**src/rtl/pkt_channel_sel.sv**
```systemverilog
// Packet classifier: tags each beat with a channel chosen at SOP.
// Optional per-channel/error counters enabled by PKT_CNT_EN.
module pkt_channel_sel #(
  parameter logic [1:0]  CH_INSPECT = 2'd0,
  parameter logic [1:0]  CH_BYPASS  = 2'd1,
  parameter logic [15:0] ETH_IPV4   = 16'h0800
) (
  input  logic         clk,
  input  logic         rst,
  input  logic [511:0] in_pkt_data,
  input  logic         in_pkt_valid,
  input  logic         in_pkt_sop,
  input  logic         in_pkt_eop,
  input  logic [5:0]   in_pkt_empty,
  output logic         in_pkt_ready,
  output logic         in_pkt_almost_full,
  output logic [511:0] out_pkt_data,
  output logic         out_pkt_valid,
  output logic         out_pkt_sop,
  output logic         out_pkt_eop,
  output logic [5:0]   out_pkt_empty,
  output logic [1:0]   out_pkt_channel,
  input  logic         out_pkt_ready,
  input  logic         out_pkt_almost_full
`ifdef PKT_CNT_EN
  ,
  output logic [31:0]  cnt_inspect,
  output logic [31:0]  cnt_bypass,
  output logic [31:0]  err_cnt
`endif
);

  typedef enum logic {
    IDLE,
    IN_PKT
  } state_t;

  typedef struct packed {
    logic [511:0] data;
    logic         sop;
    logic         eop;
    logic [5:0]   empty;
    logic [1:0]   ch;
  } beat_t;

  state_t     state_q, state_d;
  logic [1:0] cur_ch_q, cur_ch_d;
  beat_t      out_q, out_d;
  logic       out_vld_q, out_vld_d;
  beat_t      skid_q, skid_d;
  logic       skid_vld_q, skid_vld_d;
  logic       rdy_q, rdy_d;
  logic       af_q;

  logic        accept;
  logic        fwd;
  logic        err_ev;
  logic        advance;
  logic [1:0]  beat_ch;
  logic [1:0]  new_ch;
  logic [15:0] ethertype;
  logic [7:0]  proto;
  beat_t       in_beat;

  assign accept    = in_pkt_valid & rdy_q;
  assign ethertype = in_pkt_data[415:400];
  assign proto     = in_pkt_data[327:320];

  always_comb begin
    new_ch = CH_BYPASS;
    if (ethertype == ETH_IPV4 &&
        (proto == 8'd6 || proto == 8'd17))
      new_ch = CH_INSPECT;
  end

  // SOP reclassifies in either state; SOP while IN_PKT is a truncation.
  always_comb begin
    state_d  = state_q;
    cur_ch_d = cur_ch_q;
    beat_ch  = cur_ch_q;
    fwd      = 1'b0;
    err_ev   = 1'b0;
    if (accept) begin
      unique case (state_q)
        IDLE: begin
          if (in_pkt_sop) begin
            fwd      = 1'b1;
            cur_ch_d = new_ch;
            beat_ch  = new_ch;
            state_d  = in_pkt_eop ? IDLE : IN_PKT;
          end else begin
            err_ev = 1'b1;
          end
        end
        IN_PKT: begin
          fwd = 1'b1;
          if (in_pkt_sop) begin
            err_ev   = 1'b1;
            cur_ch_d = new_ch;
            beat_ch  = new_ch;
            state_d  = in_pkt_eop ? IDLE : IN_PKT;
          end else if (in_pkt_eop) begin
            state_d = IDLE;
          end
        end
        default: state_d = IDLE;
      endcase
    end
  end

  assign in_beat = '{
    data:  in_pkt_data,
    sop:   in_pkt_sop,
    eop:   in_pkt_eop,
    empty: in_pkt_empty,
    ch:    beat_ch
  };

  assign advance = ~out_vld_q | out_pkt_ready;

  // Skid entry always drains first so beat order is preserved.
  always_comb begin
    out_d      = out_q;
    out_vld_d  = out_vld_q;
    skid_d     = skid_q;
    skid_vld_d = skid_vld_q;
    unique case (1'b1)
      advance & skid_vld_q: begin
        out_d      = skid_q;
        out_vld_d  = 1'b1;
        skid_vld_d = fwd;
        if (fwd) skid_d = in_beat;
      end
      advance & ~skid_vld_q: begin
        out_vld_d = fwd;
        if (fwd) out_d = in_beat;
      end
      ~advance: begin
        if (fwd) begin
          skid_d     = in_beat;
          skid_vld_d = 1'b1;
        end
      end
      default: ;
    endcase
    rdy_d = ~skid_vld_d;
  end

  always_ff @(posedge clk or posedge rst) begin
    if (rst) begin
      state_q    <= IDLE;
      cur_ch_q   <= 2'd0;
      out_q      <= '0;
      out_vld_q  <= 1'b0;
      skid_q     <= '0;
      skid_vld_q <= 1'b0;
      rdy_q      <= 1'b1;
      af_q       <= 1'b0;
    end else begin
      state_q    <= state_d;
      cur_ch_q   <= cur_ch_d;
      out_q      <= out_d;
      out_vld_q  <= out_vld_d;
      skid_q     <= skid_d;
      skid_vld_q <= skid_vld_d;
      rdy_q      <= rdy_d;
      af_q       <= out_pkt_almost_full;
    end
  end

  assign in_pkt_ready       = rdy_q;
  assign in_pkt_almost_full = af_q;
  assign out_pkt_data       = out_q.data;
  assign out_pkt_valid      = out_vld_q;
  assign out_pkt_sop        = out_q.sop;
  assign out_pkt_eop        = out_q.eop;
  assign out_pkt_empty      = out_q.empty;
  assign out_pkt_channel    = out_q.ch;

`ifdef PKT_CNT_EN
  logic [31:0] ci_q, ci_d;
  logic [31:0] cb_q, cb_d;
  logic [31:0] ec_q, ec_d;
  logic        eop_done;

  assign eop_done = out_vld_q & out_pkt_ready & out_q.eop;

  always_comb begin
    ci_d = ci_q;
    cb_d = cb_q;
    ec_d = ec_q;
    if (eop_done && out_q.ch == CH_INSPECT) ci_d = ci_q + 32'd1;
    if (eop_done && out_q.ch == CH_BYPASS)  cb_d = cb_q + 32'd1;
    if (err_ev) ec_d = ec_q + 32'd1;
  end

  always_ff @(posedge clk or posedge rst) begin
    if (rst) begin
      ci_q <= '0;
      cb_q <= '0;
      ec_q <= '0;
    end else begin
      ci_q <= ci_d;
      cb_q <= cb_d;
      ec_q <= ec_d;
    end
  end

  assign cnt_inspect = ci_q;
  assign cnt_bypass  = cb_q;
  assign err_cnt     = ec_q;
`else
  logic unused_err;
  assign unused_err = err_ev;
`endif

endmodule

```
**config.mk**
```make
export PLATFORM = sky130hd
export DESIGN_NAME = pkt_channel_sel
export DESIGN_NICKNAME = d
export VERILOG_FILES = /design/src/rtl/pkt_channel_sel.sv
export SDC_FILE = /design/constraint.sdc
export NUM_CORES = 2
export LEC_CHECK = 0
export ABC_AREA = 1
export CORE_AREA = 2 2 409 411
export DETAILED_ROUTE_END_ITERATION = 12
export DIE_AREA = 0 0 411 413
export SETUP_SLACK_MARGIN = 0.5
export SLEW_MARGIN = 5
export SYNTH_ARGS = -nofsm -noshare
export SYNTH_HDL_FRONTEND = slang
export SYNTH_SLANG_ARGS = --single-unit
```
**constraint.sdc**
```tcl
create_clock -name clk -period 62.5 [get_ports clk]
set_input_delay 6.25 -clock clk [delete_from_list [all_inputs] [get_ports clk]]
set_output_delay 6.25 -clock clk [all_outputs]
set_load 0.005 [all_outputs]
```
Yosys cells after proc, flatten, opt, wreduce, memory -nomap -nowiden
Cells that the tools add are included.

$add $sub $neg: 0. Multipliers: 0. Div/mod/pow operators: 0. $lt $le $gt $ge: 0. Equality and inequality tests: 4. Shift-type cells: 0. Mux-type cells: 18. Bitwise gates (word level): 9. Reductions and logical operators: 5.

Operators with widths (count): 522-bit case mux with 2 select lines (2); 522-bit two-way mux (3); 16-bit by 12-bit equality test with 1-bit output (second input constant) (1); 8-bit by 3-bit equality test with 1-bit output (second input constant) (1); 8-bit by 5-bit equality test with 1-bit output (second input constant) (1); 1-bit case mux with 2 select lines (4); 1-bit two-way mux (7); 1-bit inverter (5); 2-bit two-way mux (2); 2-bit nonzero test (2); 1-bit bitwise AND (3); 2-bit != test (second input constant) (1); 2-bit AND reduction (1); 1-bit logical AND (1); 1-bit logical OR (1); 1-bit bitwise OR (1).

Flip-flop bits (word level): 1051. Latch bits: 0. Memory bits (writable): 0. Bits in read-only memories: 0. Input bits: 525. Output and inout bits: 525. Memories kept: 0.

Depth between registers and ports, before layout
Depth after elaboration: 9. Depth in mapped cells: 10. Gate-level depth less buffers: 10.

Least setup slack after synthesis
No wires, ideal clock.

Kind: in2reg. Start: input in_pkt_valid. End: register out_q (netlist bit out_pkt_data[100]). Library setup time: 0.130 ns. Data arrival time: 7.245 ns. Required time: 62.370 ns. Slack: 55.124 ns. Stages on the path: 10. Cell sequence: nand2_1 > a21oi_1 > inv_2 > a21oi_2 > inv_2 > buf_4 > buf_6 > buf_2 > nand2_1 > o21ai_1.

Cells in the longest elaborated chain, start to end: 4.

RTL lines: start: declaration (RTL line 11) `input logic in_pkt_valid,`; 1-bit bitwise AND (RTL line 65) `assign accept = in_pkt_valid & rdy_q;`; 1-bit two-way mux (RTL line 83) `if (accept) begin`; 2-bit != test (no source line); 2-bit AND reduction (no source line); end signal: assignment (RTL line 162) `out_q <= out_d;`; end: declaration (RTL line 48) `beat_t out_q, out_d;`.

No other way between the ends. A chain may end at the register's enable or synchronous reset.

Final worst setup path
Start: input out_pkt_ready. End: register skid_q[244] (netlist name).

Cells in the longest elaborated chain, start to end: 3. Elaborated cells on any way between the ends: 5.

RTL lines: start: declaration (RTL line 23) `input logic out_pkt_ready,`; 1-bit bitwise OR (*) (RTL line 119) `assign advance = ~out_vld_q | out_pkt_ready;`; 1-bit bitwise AND or 1-bit inverter (tied branches) (RTL line 128, 138); 522-bit case mux with 2 select lines or 2-bit nonzero test (tied branches); end signal: assignment (RTL line 164) `skid_q <= skid_d;`; end: declaration (RTL line 50) `beat_t skid_q, skid_d;`.

Mark *: on every way between the ends. The rest lies on a longest branch, timed or not.

==> impl_metrics.json <==
{
  "status": "finished clean",
  "netlist_area_mm2": 0.0438,
  "die-area_mm2": 0.170,
  "ant_nets": 0,
  "die_h_um": 413,
  "setup_tns_ns": 0,
  "hp-class": "reg -> reg",
  "cp_max_fo": 191,
  "grt_pass1_wl_um": 214000,
  "htree_levels": 3,
  "path_clk_slew_ns": 0.06,
  "rsz0062_at_grt": "false",
  "postCtsHoldBufs": 0,
  "cts_setup_buffers": 0,
  "reg2reg_setup_slack_ns": 56.83,
  "yosysTopAreaCell": "dfrtp_1",
  "cts_buffers": 115,
  "max_freq_mhz": 88.9,
  "start_util_pct": 26.4,
  "fp-row-count": 150,
  "ir_worst_vdd_mv": 0.0358,
  "syn-num-nets": 5627,
  "drive_gt1_share_pct": 3.74,
  "finalClockSkew_ns": 0.0534,
  "cts_resized": 0,
  "critPathMostFrequentCell": "buf_4",
  "path_cells": "clkdlybuf4s50_1 -> nor2_4 -> nor2_8 -> nor2_2 -> inv_8 -> buf_4 -> buf_4 -> buf_4 -> buf_4 -> o21ai_0",
  "pwr_density_cell_mw_per_mm2": 50.6,
  "synth_top_area_share_pct": 60.0,
  "area_delta_synth_final_pct": 36.5,
  "grt_max_degree": 244,
  "grt_pass1_vias": 35000,
  "worstPathArrival_ns": 11.79,
  "ys_ff_latch": 1051,
  "antenna_found_initial": 31,
  "ys.warnings.count": 0,
  "wirelength_um": 142000,
  "finalHoldViolCount": 0,
  "cp-end-kind": "flop",
  "maxCapViolCount": 0,
  "clk_path_buf_depth": 3,
  "core_area_mm2": 0.166,
  "required_ns": 63.04,
  "cts_tree": "done",
  "finalCoreUtilization_pct": 36.0,
  "maxSlewHeadroom_pct": 22.8,
  "syn_area_per_cell_um2": 8.58,
  "synth_cells": 5102,
  "cellLeakagePower_uw": 0.0280,
  "detailedRoute.firstPassIterationCount": 6,
  "crit_path_start_kind": "primary input",
  "finalNetCount": 6483,
  "finalWeightedCongestion": 0.849,
  "finalCritPeriodShare_pct": 18.0,
  "final_common_cell": "nand2_1",
  "layout_min_cycle_time_ns": 11.25,
  "vias": 36400,
  "cts-root-buf": "clkbuf_16",
  "wl_per_cell_um": 17.2,
  "die_w_um": 411,
  "slowest_delay_ns": 0.84,
  "cp_slowest_cell": "buf_4",
  "crit_type": "in -> reg",
  "clk_latency_ns": 0.72,
  "numClockSinks": 1051,
  "drt_iter0_markers": 2975,
  "synth.area.top_cells": "dfrtp_1, nand2_1, o21ai_0, o21ai_1, inv_1",
  "final_cell_mix": "nand2_1, dfrtp_1, clkdlybuf4s50_1",
  "vias_per_cell": 4.41,
  "placed_area_mm2": 0.0558,
  "place_hpwl_um": 101000,
  "drc": 0,
  "grtUsageTotal_pct": 16.2,
  "tightest_slew_ns": 1.16,
  "fin_area_mm2": 0.0597,
  "seq_area_frac_synth_pct": 60.1,
  "setup_viol": 0,
  "pin_count": 1050,
  "io_buffers": 1049,
  "grt_overflow": 0,
  "synth_cell_types": 20,
  "fill_cells": 16900,
  "final_max_slew_viol_count": 0
}
-- path summary, 6_finish.rpt --
path,from,end,cells after the start
worst max register to register,out_pkt_valid,skid_q[244],10
min in group asynchronous,rst,out_pkt_data[357],2
worst min-delay path,skid_q[324],skid_q[324],2
worst max-delay path,out_pkt_ready,skid_q[244],10
worst min register to register,skid_q[324],skid_q[324],2
max in group asynchronous,rst,skid_q[302],7
-- registers in the layout, indices dropped and copies added, names as in the netlist --
| register | count |
|---|---|
| in_pkt_ready | 1 |
| skid_vld_q | 1 |
| out_pkt_data | 512 |
| out_pkt_valid | 1 |
| out_pkt_sop | 1 |
| out_pkt_empty | 6 |
| in_pkt_almost_full | 1 |
| out_pkt_eop | 1 |
| out_pkt_channel | 2 |
| state_q | 1 |
| cur_ch_q | 2 |
| skid_q | 522 |
-- cells in the mapped netlist, drive strengths merged --
master and instances:
nand2 1590, o21ai 1564, dfrtp 1050, inv 531
clkbuf 181, buf 164, nor2 15, a21oi 4
dfstp 1, nand3 1, or2 1
-- critical path: cells and delay by family --
| kind | cells | cell delay, ns |
|---|---|---|
| buffers and inverters | 6 | 4.31 |
| AND/OR/NAND/NOR | 3 | 0.78 |
| AO/OA/AOI/OAI | 1 | 0.17 |
-- per-layer routing --
layer / wire [µm] / vias to the layer above / track usage [%]
li1: - / 18000 / -
met1: 59400 / 17000 / 20.5
met2: 65600 / 1032 / 25.8
met3: 11100 / 287 / 4.87
met4: 5800 / 40 / 6.65
met5: 253 / - / 0
-- metrics by stage --
stage | total power (µW) | setup WS (ns) | hold slack (ns) | cells
floorplan | 1750 | 26.67 | 0.445 | 5102
global placement | 2320 | 50.59 | 0.460 | 8045
detailed placement | 2350 | 50.54 | 0.468 | 8045
CTS | 3060 | 51.31 | 0.482 | 8250
global route | 3250 | 50.69 | 0.495 | 8254
finish | 3020 | 51.25 | 0.478 | 8260
-- report_power, final --
part           switching, µW  total [µW]  internal, µW  leakage, µW
combinational            614        1140           522       0.0131
sequential               190        1200          1010       0.0130
clock                    287         692           405      0.00190
total                   1090        3020          1930       0.0280
-- cell families (layout without fill, tap and decap cells) --
family | count (synthesis) | after routing | share of synthesized area (%)
flip-flops | 1051 | 1051 | 60.1
AO/OA/AOI/OAI | 1568 | 1568 | 17.9
buffers and inverters | 876 | 1820 | 8.09
AND/OR/NAND/NOR | 1607 | 1607 | 13.9
other | 0 | 10 | 0
-- area by class of cell --
class / count / area (µm²) / area share [%]
antenna: 10 / 25.0 / 0.0419
clock buffer: 175 / 3450 / 5.78
clock inverter: 30 / 398 / 0.666
inverter: 531 / 2020 / 3.38
multi-input combinational: 3175 / 13900 / 23.3
sequential: 1051 / 26300 / 44.0
tap: 2204 / 2760 / 4.62
timing repair buffer: 1084 / 10900 / 18.2
Power figures use the tool's default switching activity.
